## config.mk

```make
export PLATFORM = sky130hd
export DESIGN_NAME = rv_mem_arb
export DESIGN_NICKNAME = d
export VERILOG_FILES = /design/src/rtl/rv_mem_arb.sv
export SDC_FILE = /design/constraint.sdc
export NUM_CORES = 1
export LEC_CHECK = 0
export ABC_AREA = 0
export CAP_MARGIN = 5
export CORE_AREA = 5 5 125 127
export DETAILED_ROUTE_END_ITERATION = 6
export DIE_AREA = 0 0 130 132
export GPL_TIMING_DRIVEN = 0
export REMOVE_ABC_BUFFERS = 1
export SYNTH_ARGS = -nofsm -noshare
export SYNTH_HDL_FRONTEND = slang
export SYNTH_SLANG_ARGS = --single-unit
export TNS_END_PERCENT = 100
```

## constraint.sdc

```tcl
create_clock -name clk -period 2.6 [get_ports clk]
set_input_delay 0.26 -clock clk [delete_from_list [all_inputs] [get_ports clk]]
set_output_delay 0.26 -clock clk [all_outputs]
set_load 0.01 [all_outputs]
```

## src/rtl/rv_mem_arb.sv

```systemverilog
// rv_mem_arb: shares one single-port synchronous memory between the core's
// instruction-fetch port and data port.
//
// Arbitration is combinational with one grant per cycle. The data port wins
// conflicts unless fetch has been denied STARVE_MAX consecutive cycles, in
// which case fetch is forced through. Read data is steered back using a
// RD_LAT-deep {valid, owner} tag pipeline that matches the memory latency.
//
// Ports:
//   clk, rst_n                  clock, asynchronous active-low reset
//   if_req/if_addr -> if_gnt    fetch request channel
//   if_rvalid/if_rdata          fetch read response
//   d_req/d_we/d_addr/d_wdata   data request channel -> d_gnt
//   d_rvalid/d_rdata            data read response (reads only)
//   mem_en/we/addr/wdata        memory request, mem_rdata RD_LAT cycles later
//   perf_conflicts              cycles with both requests present
//   perf_starve_wins            conflicts won by fetch via the starvation guard
//
// Build option: define RV_MEM_ARB_PERF_EN to build the two performance
// counters; otherwise both perf outputs are tied to zero.

module rv_mem_arb #(
  parameter int ADDR_W     = 32,
  parameter int DATA_W     = 32,
  parameter int RD_LAT     = 1,
  parameter int STARVE_MAX = 4
) (
  input  logic              clk,
  input  logic              rst_n,
  input  logic              if_req,
  input  logic [ADDR_W-1:0] if_addr,
  output logic              if_gnt,
  output logic              if_rvalid,
  output logic [DATA_W-1:0] if_rdata,
  input  logic              d_req,
  input  logic              d_we,
  input  logic [ADDR_W-1:0] d_addr,
  input  logic [DATA_W-1:0] d_wdata,
  output logic              d_gnt,
  output logic              d_rvalid,
  output logic [DATA_W-1:0] d_rdata,
  output logic              mem_en,
  output logic              mem_we,
  output logic [ADDR_W-1:0] mem_addr,
  output logic [DATA_W-1:0] mem_wdata,
  input  logic [DATA_W-1:0] mem_rdata,
  output logic [31:0]       perf_conflicts,
  output logic [31:0]       perf_starve_wins
);

  localparam int SW = (STARVE_MAX > 0) ? $clog2(STARVE_MAX + 1) : 1;
  localparam logic [SW-1:0] STARVE_LIM = SW'(STARVE_MAX);

  logic [SW-1:0]     starve_cnt_q, starve_cnt_d;
  logic [RD_LAT-1:0] tag_vld_q, tag_vld_d;
  logic [RD_LAT-1:0] tag_own_q, tag_own_d;
  logic              arb_if, arb_d;

  // Raw arbitration result. State updates use it directly; only the visible
  // grants are masked by rst_n, since all flops are held in reset anyway.
  always_comb begin
    arb_if = 1'b0;
    arb_d  = 1'b0;
    if (if_req && d_req) begin
      arb_if = (starve_cnt_q == STARVE_LIM);
      arb_d  = !arb_if;
    end else begin
      arb_if = if_req;
      arb_d  = d_req;
    end
  end

  assign if_gnt = arb_if & rst_n;
  assign d_gnt  = arb_d & rst_n;

  always_comb begin
    mem_en    = if_gnt | d_gnt;
    mem_we    = d_gnt & d_we;
    mem_addr  = '0;
    mem_wdata = '0;
    if (d_gnt) begin
      mem_addr  = d_addr;
      mem_wdata = d_wdata;
    end else if (if_gnt) begin
      mem_addr  = if_addr;
    end
  end

  always_comb begin
    starve_cnt_d = '0;
    if (if_req && !arb_if) begin
      starve_cnt_d = (starve_cnt_q == STARVE_LIM) ? starve_cnt_q
                                                  : starve_cnt_q + SW'(1);
    end
  end

  // Stage 0 captures the access issued this cycle; the last stage lines up
  // with mem_rdata. Writes enter as invalid so they never raise rvalid.
  always_comb begin
    tag_vld_d    = '0;
    tag_own_d    = '0;
    tag_vld_d[0] = arb_if | (arb_d & ~d_we);
    tag_own_d[0] = arb_d;
    for (int unsigned i = 1; i < RD_LAT; i++) begin
      tag_vld_d[i] = tag_vld_q[i-1];
      tag_own_d[i] = tag_own_q[i-1];
    end
  end

  always_ff @(posedge clk or negedge rst_n) begin
    if (!rst_n) begin
      starve_cnt_q <= '0;
      tag_vld_q    <= '0;
      tag_own_q    <= '0;
    end else begin
      starve_cnt_q <= starve_cnt_d;
      tag_vld_q    <= tag_vld_d;
      tag_own_q    <= tag_own_d;
    end
  end

  assign if_rvalid = tag_vld_q[RD_LAT-1] & ~tag_own_q[RD_LAT-1];
  assign d_rvalid  = tag_vld_q[RD_LAT-1] &  tag_own_q[RD_LAT-1];
  assign if_rdata  = mem_rdata;
  assign d_rdata   = mem_rdata;

`ifdef RV_MEM_ARB_PERF_EN
  logic [31:0] perf_conf_q, perf_conf_d;
  logic [31:0] perf_win_q, perf_win_d;

  always_comb begin
    perf_conf_d = perf_conf_q;
    perf_win_d  = perf_win_q;
    if (if_req && d_req) begin
      perf_conf_d = perf_conf_q + 32'd1;
      if (arb_if) perf_win_d = perf_win_q + 32'd1;
    end
  end

  always_ff @(posedge clk or negedge rst_n) begin
    if (!rst_n) begin
      perf_conf_q <= '0;
      perf_win_q  <= '0;
    end else begin
      perf_conf_q <= perf_conf_d;
      perf_win_q  <= perf_win_d;
    end
  end

  assign perf_conflicts   = perf_conf_q;
  assign perf_starve_wins = perf_win_q;
`else
  assign perf_conflicts   = '0;
  assign perf_starve_wins = '0;
`endif

endmodule

```

# --- After elaboration in Yosys (flattened, before gate mapping) ---
# Index checks and enable logic that the tools add are counted.
op_classes:
  n_reduce_logical: 4
  addsub: 1
  bitwise: 10
  n_mux: 7
  n_eq_ne: 2
op_table:
  columns: ["op", "count"]
  rows:
  - ["two-way mux 32 bit", 3]
  - ["bitwise AND 1 bit", 6]
  - ["two-way mux 3 bit", 2]
  - ["adder 3 x 1 -> 3 bit, second input constant", 1]
  - ["== test 3 bit, second input constant", 1]
  - ["logical AND 1 bit", 2]
  - ["logical NOT 1 bit", 2]
  - ["two-way mux 1 bit", 2]
  - ["inequality test 2 bit, second input constant", 1]
  - ["NOT 1 bit", 2]
  - ["OR 1 bit", 2]
word_totals:
  regBits: 5
  wordCells: 27
  output_inout_bits: 198

# --- Longest topological paths before layout ---
# Gate-level depths: netlist (run 1).
depth:
  ltp_word: 5
  depth_mapped: 7

# --- Worst setup path after synthesis (run 1) ---
# No wires, ideal clock.
synth_timing:
  kind: "register -> output"
  from: "reg starve_cnt_q[0]"
  to: "out mem_addr[22]"
  slack_ns: 0.893
  stages_incl_launch_ff: 8
  t_arrival_ns: 1.447
  path_buffers: 2
  path_cell_list: "dfrtp_1 > inv_1 > ha_1 > a21bo_1 > and3_4 > buf_6 > buf_6 > a22o_1"
synth_via:
  elab_chain_cells: 5
  elab_cells_between_ends: 8
  classes_between: "1 x eq/ne; 4 x mux; 2 x bitwise; 1 x reduce/logical"
synth_rtl:
  columns: ["element", "line", "rtl"]
  rows:
  - ["from (decl)", "54", "logic [SW-1:0] starve_cnt_q, starve_cnt_d;"]
  - ["from (signal assigned)", "116", "starve_cnt_q <= starve_cnt_d;"]
  - ["== test 3 bit", "65", "arb_if = (starve_cnt_q == STARVE_LIM);"]
  - ["two-way mux 1 bit", "64", "if (if_req && d_req) begin"]
  - ["bitwise AND 1 bit", "73", "assign if_gnt = arb_if & rst_n;"]
  - ["net if_gnt", "32", "output logic if_gnt,"]
  - ["two-way mux 32 bit", "84", "end else if (if_gnt) begin"]
  - ["two-way mux 32 bit", "81", "if (d_gnt) begin"]
  - ["to (decl)", "44", "output logic [ADDR_W-1:0] mem_addr,"]
# The timed path passes the listed nets, and every way through them passes these cells.

# --- Worst setup path after layout (run 1) ---
layout_timing:
  from: "reg starve_cnt_q[0]"
  to: "out mem_addr[23]"
layout_via:
  elab_chain_cells: 5
  elab_cells_between_ends: 8
  classes_between: "1 x eq/ne; 4 x mux; 2 x bitwise; 1 x reduce/logical"
layout_rtl:
  columns: ["element", "line"]
  rows:
  - ["== test 3 bit *", "65"]
  - ["two-way mux 1 bit or logical NOT 1 bit (tied branches)", "64, 66"]
  - ["bitwise AND 1 bit or two-way mux 1 bit (tied branches)", "73, 64"]
  - ["two-way mux 32 bit or bitwise AND 1 bit (tied branches)", "84, 74"]
  - ["two-way mux 32 bit *", "81"]
# Mark *: on every way between the ends. The rest lies on a longest branch, timed or not.

==> results.py, run 1 <==
metrics = {
    "clock_tree": {
        "cts-buffers-inserted": 3,
        "numClockSinks": 5,
        "clkSlewWorstSetupHoldPaths_ns": 0.03,
        "tritoncts": "done",
        "worstSkewPairLatency_ns": 0.23,
        "ctsRootBufferMaster": "sky130_fd_sc_hd__clkbuf_16",
        "number_of_h_tree_levels": 1,
        "number_of_buffers_between_clock_root_and_the_deepest_sink": 2,
    },
    "yosys": {
        "syn_avg_cell_area_sq_um": 7.78,
        "most_used_dff_post_synth": "sky130_fd_sc_hd__dfrtp_1",
        "synth.most_common_cell": "sky130_fd_sc_hd__buf_4",
        "synth.top_cells.by_area": "sky130_fd_sc_hd__buf_4 (54%), sky130_fd_sc_hd__a22o_1 (16%), sky130_fd_sc_hd__and2_1 (12%)",
        "netlist_top_cells_count": "sky130_fd_sc_hd__buf_4 (130), sky130_fd_sc_hd__and2_1 (34), sky130_fd_sc_hd__a22o_1 (32)",
        "postSynthRegisterBits": 5,
        "post-synth-top-area-cell": "sky130_fd_sc_hd__buf_4",
        "synth_cells": 232,
        "yosys_warnings": 0,
        "post_synth_num_cell_types": 22,
        "synth.cell_area_sq_mm": 0.00180,
        "ys_async_sr_fraction": 1.00,
        "number_of_enable_type_register_cells_in_the_synthesized_netlist": 0,
        "yosysSeqAreaShare": 0.0693,
        "post-synth-top-area-fraction": 0.541,
    },
    "timing": {
        "setup_ws_ns": 0.0914,
        "worstMarginPinSlew_ns": 0.535,
        "finalSetupViolCount": 0,
        "final_period_demand_of_the_worst_path_ns": 2.51,
        "drv_slew": 0,
        "worst_clock_skew_ns": 0.00108,
        "final_min_period_over_clock_period": 0.965,
        "relSlewSlack": 0.642,
        "finalHoldViolations": 0,
        "achievable-frequency_ghz": 0.399,
        "grt_setup_unrepaired": "no",
    },
    "run": {
        "maxCapViolations": 0,
    },
    "power": {
        "ir_drop_mv": 0.168,
        "power-per-cell-area_mw_per_mm2": 245,
        "totalPowerFinal_uw": 785,
        "p_leak_uw": 0.00133,
    },
    "worst_setup_path": {
        "crit_slowest_cell": "sky130_fd_sc_hd__clkdlybuf4s50_1",
        "cp_slowest_stage_delay_ns": 0.55,
        "crit_chain": "inv_1 > ha_4 > a21bo_2 > and3_4 > buf_12 > a22o_1 > clkdlybuf4s50_1",
        "critPathMaxFanout": 16,
        "cp_top_family": "buffers and inverters",
        "critPathCaptureType": "output port",
        "timing.critical_path.required_ns": 2.34,
        "worstPathBufferInverterCount": 3,
        "setup.worst_path.class": "reg -> out",
        "critPathLaunchType": "register",
        "cp.arrival_ns": 2.25,
    },
    "routing": {
        "detail_route.first_pass.iterations": 3,
        "via_per_inst": 3.44,
        "number_of_drc_markers_in_iteration_0": 33,
        "wl_per_cell_um": 18.9,
        "drcViolationCount": 0,
        "drtAntennaViolNets": 0,
        "detailroute.via_count": 1806,
        "routed_wirelength_um": 9910,
    },
    "die": {
        "die_footprint_sq_mm": 0.0172,
        "floorplan.initialDensity": 0.126,
        "placementRows": 44,
        "horizontal_extent_of_the_die_um": 130,
        "dieHeight_um": 132,
        "core_area_sq_mm": 0.0143,
        "floorplan.io_pins": 331,
    },
    "placed_design": {
        "placement.io_buffers": 170,
        "place_hpwl_um": 7750,
        "dp_slack_ns": -0.493,
        "gp_congestion": 0.703,
    },
    "global_route": {
        "grt_overflow": 0,
        "grt_antenna_before_repair": 0,
        "global_route_wire_length_before_repair_um": 12800,
        "groute.usage.overall": 0.103,
        "grt_pass1_vias": 1729,
        "grt_max_degree": 43,
    },
    "finish": {
        "antenna_cells": 0,
        "drive_above_1_share": 0.0557,
        "multi_input_area_sq_um": 922,
        "fin_nets": 477,
        "syn2layout_area_growth_pct": 77.4,
        "share_of_the_core_filled_with_cells": 0.224,
        "sequential_cell_area_sq_um": 125,
        "filler_cell_count": 1557,
    },
    "worst_hold_path": {
        "worst_hold_path_type": "in -> async",
    },
    "run_status": {
        "outcome": "complete, no violations",
    },
}
per-stage QoR:
stage | TNS, ns | hold WS (ns) | std cells | instance area [sq um]
after global routing | 0 | 0.108 | 525 | 3200
after global placement | -205.01 | 0.449 | 510 | 2930
after CTS | 0 | 0.101 | 523 | 3180
after floorplan | -57.56 | -0.0356 | 156 | 996
after detailed placement | -25.34 | 0.477 | 511 | 2970
final | 0 | 0.0949 | 525 | 3200
sequential cells by signal, summed over array words and instances, names as in the netlist:
signal        cells
starve_cnt_q      3
tag_own_q         1
tag_vld_q         1
cell type report:
type                       instances  share of cell area
sequential                         5              0.0391
timing repair buffer             179               0.573
tap                              184              0.0719
multi-input combinational        150               0.288
clock buffer                       4              0.0246
inverter                           3             0.00352
cells by family (layout without fill, tap and decap cells):
logic type / after synthesis / in the layout / synth area share
compound gates: 37 / 38 / 0.175
fa+ha+maj: 2 / 2 / 0.0139
flops: 5 / 5 / 0.0693
buf+inv: 142 / 186 / 0.585
other cells: 1 / 64 / 0.00208
simple gates: 44 / 45 / 0.149
mux: 1 / 1 / 0.00555
path summary, 6_finish.rpt:
path	depth (start not counted)	endpoint	start	slack [ns]
hold / removal	1	tag_vld_q	rst_n	0.09
min in group clk	3	tag_own_q	d_req	0.41
setup reg to reg	5	tag_vld_q	starve_cnt_q[0]	1.43
setup / recovery	7	mem_addr[23]	starve_cnt_q[0]	0.09
max in group asynchronous	1	starve_cnt_q[1]	rst_n	2.18
hold reg to reg	1	starve_cnt_q[0]	starve_cnt_q[0]	0.47
layout by cell type (no fill, tap or decap), types with 2 or more instances in the layout:
cell,n
sky130_fd_sc_hd__and3_4,2
sky130_fd_sc_hd__conb_1,64
sky130_fd_sc_hd__clkdlybuf4s50_1,166
sky130_fd_sc_hd__clkbuf_16,3
sky130_fd_sc_hd__dfrtp_1,5
sky130_fd_sc_hd__and2_1,34
sky130_fd_sc_hd__a22o_1,32
sky130_fd_sc_hd__buf_4,5
sky130_fd_sc_hd__nor2_1,2
sky130_fd_sc_hd__buf_12,3
sky130_fd_sc_hd__dlymetal6s2s_1,3
sky130_fd_sc_hd__a31oi_4,2
sky130_fd_sc_hd__inv_1,3
sky130_fd_sc_hd__nand2_1,3
where the power goes:
group          switching [uW]  internal, uW  leakage [uW]
Clock                    48.8           203     0.0000382
Sequential               1.81          81.7     0.0000644
Combinational             174           276       0.00122
Total                     225           560       0.00133
worst reg2reg max path: cells and delay by family (launching register included):
| family | cells | cell delay (ns) |
|---|---|---|
| fa+ha+maj | 1 | 0.20 |
| buf+inv | 1 | 0.08 |
| simple gates | 1 | 0.07 |
| flops | 1 | 0.36 |
| compound gates | 2 | 0.34 |
metal layers:
layer | track usage | wire length (um) | vias up
met5 | 0.0618 | 103 | -
li1 | - | - | 790
met2 | 0.159 | 4300 | 217
met3 | 0.0932 | 2230 | 7
met4 | 0.0115 | 40 | 4
met1 | 0.103 | 3240 | 788
timing repair:
action,4_1_cts,5_1_grt
setup endpoints to repair,66,37
cloned,2,0
hold buffers,0,0
gates resized for setup,6,4
buffers inserted,6,2
pin swaps,0,1
(Power assumes the default switching activity.)
==> run 2: changes to the inputs <==
Settings changed: SKIP_LAST_GASP set to 1.
==> results of run 2 <==
Final layout, timing and power as in run 1 (identical DEF).
==> run 3: changes to the inputs <==
Settings changed: CAP_MARGIN 5 to 0.
==> results of run 3 <==
Final layout, timing and power as in run 1 (identical DEF).
==> edit, RTL diff (flow settings as in run 1) <==
Build with the macro `RV_MEM_ARB_PERF_EN` defined.
--- a/src/rtl/rv_mem_arb.sv
+++ b/src/rtl/rv_mem_arb.sv
@@ -20,2 +20,4 @@
 // counters; otherwise both perf outputs are tied to zero.
+
+`define RV_MEM_ARB_PERF_EN
 
Behaviour: not the same (a bounded check fails within 4 cycles, from zero or initial values and one cycle with rst_n low).
==> edit against run 1 <==
  * The run now ends with negative hold slack left
  * Area after synthesis up 130%
  * Routed wire length increased by 85%
  * Count of clock-buffer cells in the layout rose by 7
  * Total power rose to 4.1 times the old value
  * Setup slack better by 0.0081 ns
  * Final cell count rose by 50%
  * Cell area up 110%
  * Maximum frequency increased by 0.32%
  * Via count increased by 110%
  * Non-clock buffer count grew 65
  * Critical path depth stayed put
  * Sequential cell count up 64
  * Critical endpoint is now perf_starve_wins[27]
  * Highest routed layer unchanged
==> edit: results (changes against run 1) <==
\begin{tabular}{lr}
\hline
Metric & Value \\
\hline
\multicolumn{2}{l}{\textbf{Worst setup path}} \\
Max incr delay on CP & 0.58 ns (was 0.55 ns) \\
Worst setup path end & perf\_starve\_wins[27] (was mem\_addr[23]) \\
Top cell family by delay on the critical path & simple AND/OR/NAND/NOR gates (was buffers and inverters) \\
Worst reg2reg path depth & 7 (was 5) \\
Flop2flop setup slack & 0.1 ns (was 1.43 ns) \\
\multicolumn{2}{l}{\textbf{GRT}} \\
Met2 usage & 25.2\% (was 15.9\%) \\
Wire length of the first global-routing pass & 25700 µm (was 12800 µm) \\
Pin count of the biggest net entering global routing & 74 (was 43) \\
Number of antenna violations at the first check in global routing & 4 (was 0) \\
\multicolumn{2}{l}{\textbf{Synth}} \\
Most used standard cells in the synthesized netlist & sky130\_fd\_sc\_hd\_\_dfrtp\_1 (69), sky130\_fd\_sc\_hd\_\_buf\_4 (66), sky130\_fd\_sc\_hd\_\_xnor2\_1 (47) (was sky130\_fd\_sc\_hd\_\_buf\_4 (130), sky130\_fd\_sc\_hd\_\_and2\_1 (34), sky130\_fd\_sc\_hd\_\_a22o\_1 (32)) \\
Count of unique library cells instantiated by Yosys & 34 (was 22) \\
\multicolumn{2}{l}{\textbf{Drt}} \\
Met3 routed wirelength & 3060 µm (was 2230 µm) \\
Total Routed Length & 18300 µm (was 9910 µm) \\
Iteration-0 DRC count of the detailed router & 164 (was 33) \\
Routed length on met2 & 6740 µm (was 4300 µm) \\
\multicolumn{2}{l}{\textbf{Timing}} \\
Slew margin rel. & 46.5\% (was 64.2\%) \\
Part of the cycle the worst path needs & 96.2\% (was 96.5\%) \\
Fin. Hold Viols & 69 (was 0) \\
Worst Hold Margin & -0.0692 ns (was 0.0949 ns) \\
Final setup skew & 0.00737 ns (was 0.00108 ns) \\
\multicolumn{2}{l}{\textbf{Clock network}} \\
Worst skew pair latency & 0.33 ns (was 0.23 ns) \\
Maximum level of the CTS H-tree & 3 (was 1) \\
\multicolumn{2}{l}{\textbf{Power and ir drop}} \\
Leakage component of the power & 3.36 nW (was 1.33 nW) \\
Fraction of power consumed by the clock network & 44.3\% (was 32.1\%) \\
Switch share & 24.0\% (was 28.6\%) \\
\multicolumn{2}{l}{\textbf{Layout}} \\
Final-layout fill cell count & 1398 (was 1557) \\
Share of layout cells above drive strength 1 & 9.33\% (was 5.57\%) \\
\multicolumn{2}{l}{\textbf{Outcome}} \\
Result of the run & finished, violations left (was finished, final reports clean) \\
Failing checks & negative hold slack \\
\multicolumn{2}{l}{\textbf{Place}} \\
Post-DP HPWL & 15300 µm (was 7750 µm) \\
\hline
\end{tabular}
## edit: cell types whose count changed after synthesis, moves of 11 or more
cell	change
sky130_fd_sc_hd__dfrtp_1	+64
sky130_fd_sc_hd__nand3_1	+27
sky130_fd_sc_hd__nand4_1	+14
sky130_fd_sc_hd__xnor2_1	+47
sky130_fd_sc_hd__xor2_1	+14
sky130_fd_sc_hd__nor2_1	+11
sky130_fd_sc_hd__and3_1	+12
sky130_fd_sc_hd__nand2_1	+26
sky130_fd_sc_hd__buf_4	-64
## edit: area by class of cell
cell class	count	area (µm²)	share of cell area [%]
multi-input combinational	264	1880	28.0
antenna	1	2.50	0.0373
timing repair buffer	244	2490	37.2
tap	184	230	3.43
clock inverter	5	106	1.59
inverter	7	26.3	0.392
sequential	69	1730	25.7
clock buffer	11	243	3.62
## edit: cells by family (layout without fill, tap and decap cells)
kind of cell | count (synthesis) | count (layout) | share of synthesized area [%]
simple gates | 160 | 162 | 21.7
buf+inv | 87 | 267 | 14.2
flops | 69 | 69 | 41.9
xor+xnor | 62 | 62 | 13.4
compound gates | 35 | 35 | 7.29
fa+ha+maj | 4 | 4 | 1.22
mux | 1 | 1 | 0.274
other cells | 0 | 1 | 0
## edit: per-stage QoR
step | cell area, µm² | TNS [ns] | hold WS, ns | power, mW | instances
after global placement | 6130 | -303.98 | 0.448 | 1.82 | 756
after floorplan | 3560 | 0 | -0.0356 | 1.38 | 338
after CTS | 6550 | 0 | -0.0277 | 3.27 | 778
after global routing | 6710 | -0.000517 | 0.00472 | 3.36 | 784
final | 6710 | 0 | -0.0692 | 3.24 | 785
after detailed placement | 6150 | -29.03 | 0.442 | 1.83 | 757
